**config.mk**
```make
export PLATFORM = sky130hd
export DESIGN_NAME = branch_resolve_unit
export DESIGN_NICKNAME = d
export VERILOG_FILES = /design/src/rtl/branch_pkg.sv /design/src/rtl/branch_compare.sv /design/src/rtl/branch_resolve_unit.sv
export SDC_FILE = /design/constraint.sdc
export NUM_CORES = 1
export LEC_CHECK = 0
export CAP_MARGIN = 20
export CORE_UTILIZATION = 45
export DETAILED_ROUTE_END_ITERATION = 16
export MAX_ROUTING_LAYER = met4
export PLACE_DENSITY_LB_ADDON = 0.12
export SLEW_MARGIN = 20
export SYNTH_ARGS = -nofsm -noshare
export SYNTH_HDL_FRONTEND = slang
export SYNTH_HIERARCHICAL = 1
export SYNTH_SLANG_ARGS = --single-unit
export TNS_END_PERCENT = 1
```
**constraint.sdc**
```tcl
create_clock -name clk -period 11.7 [get_ports clk]
set_input_delay 3.51 -clock clk [delete_from_list [all_inputs] [get_ports clk]]
set_output_delay 3.51 -clock clk [all_outputs]
set_load 0.01 [all_outputs]
```
**src/rtl/branch_pkg.sv**
```systemverilog
// -----------------------------------------------------------------------------
// branch_pkg
// Shared types for the branch resolution unit:
//   branch_sel_t  - conditional branch selector encoding (BEQ..BGEU, 0..5)
//   bimodal_t     - 2-bit saturating predictor counter plus its named states
//   fsm_state_t   - resolve state machine (RUN / FLUSH)
//   bimodal_update - saturating counter step towards the resolved direction
// -----------------------------------------------------------------------------
package branch_pkg;

    typedef enum logic [2:0] {
        BEQ  = 3'd0,
        BNE  = 3'd1,
        BLT  = 3'd2,
        BGE  = 3'd3,
        BLTU = 3'd4,
        BGEU = 3'd5
    } branch_sel_t;

    typedef logic [1:0] bimodal_t;

    localparam bimodal_t SNT       = 2'b00;
    localparam bimodal_t WNT       = 2'b01;
    localparam bimodal_t WT        = 2'b10;
    localparam bimodal_t ST        = 2'b11;
    localparam bimodal_t BHT_RESET = WNT;

    typedef enum logic {
        RUN   = 1'b0,
        FLUSH = 1'b1
    } fsm_state_t;

    // Move one step towards the observed direction, sticking at the ends.
    function automatic bimodal_t bimodal_update(input bimodal_t cnt, input logic taken);
        bimodal_t res;
        if (taken) begin
            res = (cnt == ST) ? ST : bimodal_t'(cnt + 2'd1);
        end else begin
            res = (cnt == SNT) ? SNT : bimodal_t'(cnt - 2'd1);
        end
        return res;
    endfunction

endpackage

```
**src/rtl/branch_compare.sv**
```systemverilog
// -----------------------------------------------------------------------------
// branch_compare
// Combinational branch condition evaluation.
// Ports:
//   sel     in  3     branch selector (branch_sel_t encoding; 6-7 illegal)
//   rs1     in  XLEN  first operand
//   rs2     in  XLEN  second operand
//   taken   out 1     branch condition result (0 for illegal selectors)
//   illegal out 1     selector is outside BEQ..BGEU
// -----------------------------------------------------------------------------
module branch_compare
    import branch_pkg::*;
#(
    parameter int XLEN = 32
) (
    input  logic [2:0]      sel,
    input  logic [XLEN-1:0] rs1,
    input  logic [XLEN-1:0] rs2,
    output logic            taken,
    output logic            illegal
);

    logic eq;
    logic lt_s;
    logic lt_u;

    assign eq   = (rs1 == rs2);
    assign lt_s = ($signed(rs1) < $signed(rs2));
    assign lt_u = (rs1 < rs2);

    always_comb begin
        taken   = 1'b0;
        illegal = 1'b0;
        case (sel)
            BEQ:     taken = eq;
            BNE:     taken = !eq;
            BLT:     taken = lt_s;
            BGE:     taken = !lt_s;
            BLTU:    taken = lt_u;
            BGEU:    taken = !lt_u;
            default: illegal = 1'b1;
        endcase
    end

endmodule

```
**src/rtl/branch_resolve_unit.sv**
```systemverilog
// -----------------------------------------------------------------------------
// branch_resolve_unit
// Bimodal branch predictor lookup at fetch plus branch resolution at execute.
// Ports:
//   clk, reset            clock, asynchronous active-high reset
//   fetch_pc / pred_taken fetch-time lookup, prediction is combinational
//   ex_*                  execute-stage branch being resolved
//   mispredict            registered one-cycle pulse on a wrong prediction
//   redirect_pc           registered correct-path PC, valid with mispredict
//   illegal_sel           registered one-cycle pulse on selector 6/7
//   branch_count          saturating count of resolved branches (incl. illegal)
//   mispredict_count      saturating count of mispredictions
// -----------------------------------------------------------------------------
module branch_resolve_unit
    import branch_pkg::*;
#(
    parameter int XLEN        = 32,
    parameter int BHT_ENTRIES = 64,
    parameter int CNT_W       = 32
) (
    input  logic             clk,
    input  logic             reset,
    input  logic [XLEN-1:0]  fetch_pc,
    output logic             pred_taken,
    input  logic             ex_valid,
    input  logic             ex_branch,
    input  logic [2:0]       ex_branch_sel,
    input  logic [XLEN-1:0]  ex_rs1,
    input  logic [XLEN-1:0]  ex_rs2,
    input  logic [XLEN-1:0]  ex_pc,
    input  logic [XLEN-1:0]  ex_target,
    input  logic             ex_pred_taken,
    output logic             mispredict,
    output logic [XLEN-1:0]  redirect_pc,
    output logic             illegal_sel,
    output logic [CNT_W-1:0] branch_count,
    output logic [CNT_W-1:0] mispredict_count
);

    localparam int IDX_W = $clog2(BHT_ENTRIES);

    bimodal_t         bht_q [BHT_ENTRIES];
    bimodal_t         bht_d [BHT_ENTRIES];
    fsm_state_t       state_q, state_d;
    logic             mispredict_q, mispredict_d;
    logic             illegal_sel_q, illegal_sel_d;
    logic [XLEN-1:0]  redirect_pc_q, redirect_pc_d;
    logic [CNT_W-1:0] branch_count_q, branch_count_d;
    logic [CNT_W-1:0] mispredict_count_q, mispredict_count_d;

    logic [IDX_W-1:0] fetch_idx;
    logic [IDX_W-1:0] ex_idx;
    logic             cmp_taken;
    logic             cmp_illegal;
    logic             resolve;

    // Only word-index bits of the fetch PC address the table.
    logic unused_fetch_bits;
    assign unused_fetch_bits = ^{fetch_pc[XLEN-1:IDX_W+2], fetch_pc[1:0]};

    assign fetch_idx  = fetch_pc[IDX_W+1:2];
    assign ex_idx     = ex_pc[IDX_W+1:2];

    // Reads the registered table, so a same-cycle update is not bypassed.
    assign pred_taken = bht_q[fetch_idx][1];

    branch_compare #(
        .XLEN(XLEN)
    ) u_compare (
        .sel     (ex_branch_sel),
        .rs1     (ex_rs1),
        .rs2     (ex_rs2),
        .taken   (cmp_taken),
        .illegal (cmp_illegal)
    );

    function automatic logic [CNT_W-1:0] sat_inc(input logic [CNT_W-1:0] v);
        return (v == {CNT_W{1'b1}}) ? v : v + CNT_W'(1);
    endfunction

    // Instructions seen during FLUSH are wrong-path and are ignored.
    assign resolve = ex_valid & ex_branch & (state_q == RUN);

    always_comb begin
        bht_d              = bht_q;
        state_d            = RUN;     // FLUSH lasts exactly one cycle
        mispredict_d       = 1'b0;
        illegal_sel_d      = 1'b0;
        redirect_pc_d      = redirect_pc_q;
        branch_count_d     = branch_count_q;
        mispredict_count_d = mispredict_count_q;

        if (resolve) begin
            branch_count_d = sat_inc(branch_count_q);
            if (cmp_illegal) begin
                illegal_sel_d = 1'b1;
            end else begin
                bht_d[ex_idx] = bimodal_update(bht_q[ex_idx], cmp_taken);
                if (cmp_taken != ex_pred_taken) begin
                    mispredict_d       = 1'b1;
                    mispredict_count_d = sat_inc(mispredict_count_q);
                    redirect_pc_d      = cmp_taken ? ex_target : ex_pc + XLEN'(4);
                    state_d            = FLUSH;
                end
            end
        end
    end

    always_ff @(posedge clk or posedge reset) begin
        if (reset) begin
            for (int i = 0; i < BHT_ENTRIES; i++) begin
                bht_q[i] <= BHT_RESET;
            end
            state_q            <= RUN;
            mispredict_q       <= 1'b0;
            illegal_sel_q      <= 1'b0;
            redirect_pc_q      <= '0;
            branch_count_q     <= '0;
            mispredict_count_q <= '0;
        end else begin
            bht_q              <= bht_d;
            state_q            <= state_d;
            mispredict_q       <= mispredict_d;
            illegal_sel_q      <= illegal_sel_d;
            redirect_pc_q      <= redirect_pc_d;
            branch_count_q     <= branch_count_d;
            mispredict_count_q <= mispredict_count_d;
        end
    end

    assign mispredict       = mispredict_q;
    assign illegal_sel      = illegal_sel_q;
    assign redirect_pc      = redirect_pc_q;
    assign branch_count     = branch_count_q;
    assign mispredict_count = mispredict_count_q;

endmodule

```
==> impl_results.md <==
* Status: finished clean
* Crit-path cells: clkdlybuf4s50_1 > mux4_2 > mux4_2 > mux4_2 > clkdlybuf4s50_1
* Fillers at 2523
* TritonRoute pass-1 iters at 5
* Syn-to-layout area delta at 27.66%
* Synth async-reset ratio at 100.0%
* Drt drc at 0
* Post-synth top flop: dfrtp_1
* Crit path largest cell delay at 1050 ps
* Post-synthesis sequential area ratio at 43.48%
* Final period util at 85.68%
* Core area at 28780 um2
* Final antenna-violating net count at 0
* Vias/cell at 5.705
* Slew @ Worst Pin at 1073 ps
* Synth warn at 6
* HPWL after detailed placement at 26.11 mm
* Slew Viols, Final at 0
* Synth top area share at 30.73%
* RR Endpoint: bht_q[108]
* Reg2Reg Depth at 8
* Crit path max-delay family: buffers and inverters
* Total power at 0.002446 W
* Wire per inst at 19.24 um
* Cells after Synth at 1402
* Min Tclk post-route at 10020 ps
* Port bufs at 240
* Share of cells above drive strength 1 at 12.32%
* CTS Sinks at 226
* Dominant cell type by area after synthesis: dfrtp_1
* Synth unique cells at 73
* Fin cells at 2007
* FMAX at 99.76 MHz
* Longest Clk Path Bufs at 3
* Worst Path Max Fanout at 16
* Total detailed-routing wirelength at 38.61 mm
* R2r startpoint: bht_q[57]
* Synth area leaders: dfrtp_1 31%, dfstp_2 13%, nand2_1 6.0%
* TritonCTS clock tree: yes
* Gr ovfl total at 0
* Cell Pwr Density at 145.2 nW/um2
* Avg Cell Area, Syn at 9.409 um2
* Initial DRC Count at 913
* DIE AREA at 30000 um2
* Worst-path clk slew at 60 ps
* Flops & latches, synth at 226
* GRT Total Usage at 26.67%
* Hold EP: bht_q[8]
* Postcts setup bufs at 0
* Post-route setup TNS at 0 ps
* Critical path capture point type: output pin
* Antenna violations before repair at 0
* Post-synthesis cell area at 13190 um2
* Rows at 62
* Htree depth at 1
* Final Hold Viols at 0
* Clk_lat worst skew at 540 ps
* Normalized max-slew margin at 27.82%
* Hold buffers post-CTS at 0
* Largest net degree at the start of global routing at 154
* TritonCTS buffer count at 27
* Slowest CP cell: clkdlybuf4s50_1
* Peak supply drop at 0.09281 mV
* Syn Nets at 1605
* RSZ-0062 raised after global routing: false
* Static leakage at 6.860 nW
* # diodes at 0
* Post-layout nets at 1805
* Hold crit path type: register to register
* Worst path bufs/invs at 2
* Routed via count at 11450
* Max-Cap Viols at 0
* CP required at 8190 ps
* Die height at 173.2 um
* Cell mode on critical path: mux4_2
* CP Launch Type: input pin
* Placer Congestion at 0.8717
* First-pass GRT wire length at 62.40 mm
* Clk_skew at 8.852 ps
* Hold Crit Start: bht_q[8]
* R2R setup slack at 8360 ps
* # IOs at 267
* Final Setup Violations at 0
* Vias in the first global route at 11090
* Post-synth EDFFs at 0
* Post-CTS sizing at 0
* Die X at 173.2 um
* Root Driver: clkbuf_16
* Placed cells at 1957
* Hold depth at 2
* Initial core utilization at 45.84%
* Data arrival, critical path at 6510 ps
* CP Class: input pin to output pin
synth_stat cells (all sizes together) (3+ instances only):
cell type  instances
a41oi              9
mux2              18
dfrtp            162
o21ai             51
or2                4
a2111oi            5
or3                6
a31oi             60
nand4             25
clkbuf            38
a21o               4
o41ai              6
nor2b             11
nor4               7
nor3b              5
a221oi             9
xnor2             48
inv               47
and3              27
nand2            211
mux4              30
a211oi             5
nand2b             3
nand3             43
a21oi             47
buf               46
nor3              30
ha                35
and2               9
mux2i             27
dfstp             64
xor2              43
o211ai             5
and4               7
or4                5
nor2             164
o31ai             59
a22oi              7
power breakdown:
| part | switching (W) | internal (W) |
|---|---|---|
| sequential | 0.0000754 | 0.000890 |
| clock | 0.000349 | 0.000601 |
| combinational | 0.000264 | 0.000266 |
cells in the final DEF (no fill, tap or decap), types with 7 or more instances in the layout:
| cell | instances |
|---|---|
| a21oi_1 | 46 |
| clkbuf_16 | 27 |
| nor2b_1 | 11 |
| dfrtp_1 | 162 |
| a41oi_1 | 9 |
| nor3_1 | 27 |
| mux4_2 | 30 |
| a221oi_1 | 9 |
| xnor2_1 | 48 |
| and4_1 | 7 |
| dfstp_2 | 64 |
| a31oi_1 | 59 |
| ha_1 | 35 |
| o21ai_0 | 47 |
| buf_4 | 15 |
| nor2_1 | 164 |
| and2_1 | 9 |
| and3_1 | 27 |
| clkdlybuf4s50_1 | 237 |
| o31ai_1 | 58 |
| nand4_1 | 25 |
| nand2_1 | 210 |
| nand3_1 | 42 |
| inv_1 | 44 |
| mux2_2 | 15 |
| a22oi_1 | 7 |
| mux2i_1 | 27 |
| clkbuf_8 | 7 |
| xor2_1 | 43 |
stage by stage:
step | cell area (um2) | setup slack, ps | hold WS (ps) | utilization, %
6_report | 16840 | 1676 | 465.4 | 58.51
5_1_grt | 16840 | 1637 | 479.6 | 58.51
4_1_cts | 16830 | 1696 | 466.7 | 58.49
3_5_place_dp | 15820 | 1692 | 457.9 | 54.96
3_3_place_gp | 15820 | 1742 | 453.7 | 54.96
2_1_floorplan | 13190 | 2105 | 446.8 | -
cell families (layout without fill, tap and decap cells):
| logic type | Yosys count | in the layout | share of synthesized area [%] |
|---|---|---|---|
| simple gates | 563 | 563 | 19.64 |
| fa+ha+maj | 35 | 35 | 3.320 |
| xor+xnor | 91 | 91 | 6.042 |
| mux | 75 | 75 | 8.707 |
| buf+inv | 131 | 352 | 4.335 |
| flops | 226 | 226 | 43.48 |
| compound gates | 281 | 281 | 14.47 |
final cells by class:
type / count / area [um2] / share of cell area (%)
Clock inverter: 14 / 237.7 / 1.412
Sequential cell: 226 / 5736 / 34.06
Tap cell: 384 / 480.5 / 2.853
Clock buffer: 36 / 779.5 / 4.629
Timing Repair Buffer: 255 / 2500 / 14.85
Multi-Input combinational cell: 1045 / 6918 / 41.08
Inverter: 47 / 188.9 / 1.122
worst max path at each step:
stage                           start         end  depth (start not counted)
after floorplan                 reset  bht_q[101]                          1
after global placement    fetch_pc[3]  pred_taken                          5
after detailed placement  fetch_pc[3]  pred_taken                          5
after CTS                 fetch_pc[3]  pred_taken                          5
after global routing      fetch_pc[3]  pred_taken                          5
final                     fetch_pc[3]  pred_taken                          5
state kept, by name, summed over array words and instances (netlist names):
| name | flops |
|---|---|
| bht_q | 128 |
| branch_count | 32 |
| illegal_sel | 1 |
| mispredict | 1 |
| mispredict_count | 32 |
| redirect_pc | 32 |
tightest hold or removal path: stages, from the launching register on:
cell and delay (ps):
dfstp_2 360, nand2_1 40, o31ai_1 50
layer usage:
| metal | share of wire, % | routed length [um] | up-vias | global-route usage (%) |
|---|---|---|---|---|
| li1 | - | - | 5453 | - |
| met2 | 46 | 17780 | 435 | 41.45 |
| met4 | 2.1 | 828 | 0 | 6.084 |
| met3 | 6.9 | 2648 | 51 | 4.364 |
| met1 | 45 | 17350 | 5510 | 36.65 |
| met5 | 0 | 0 | - | - |
Power figures use the tool's default switching activity.
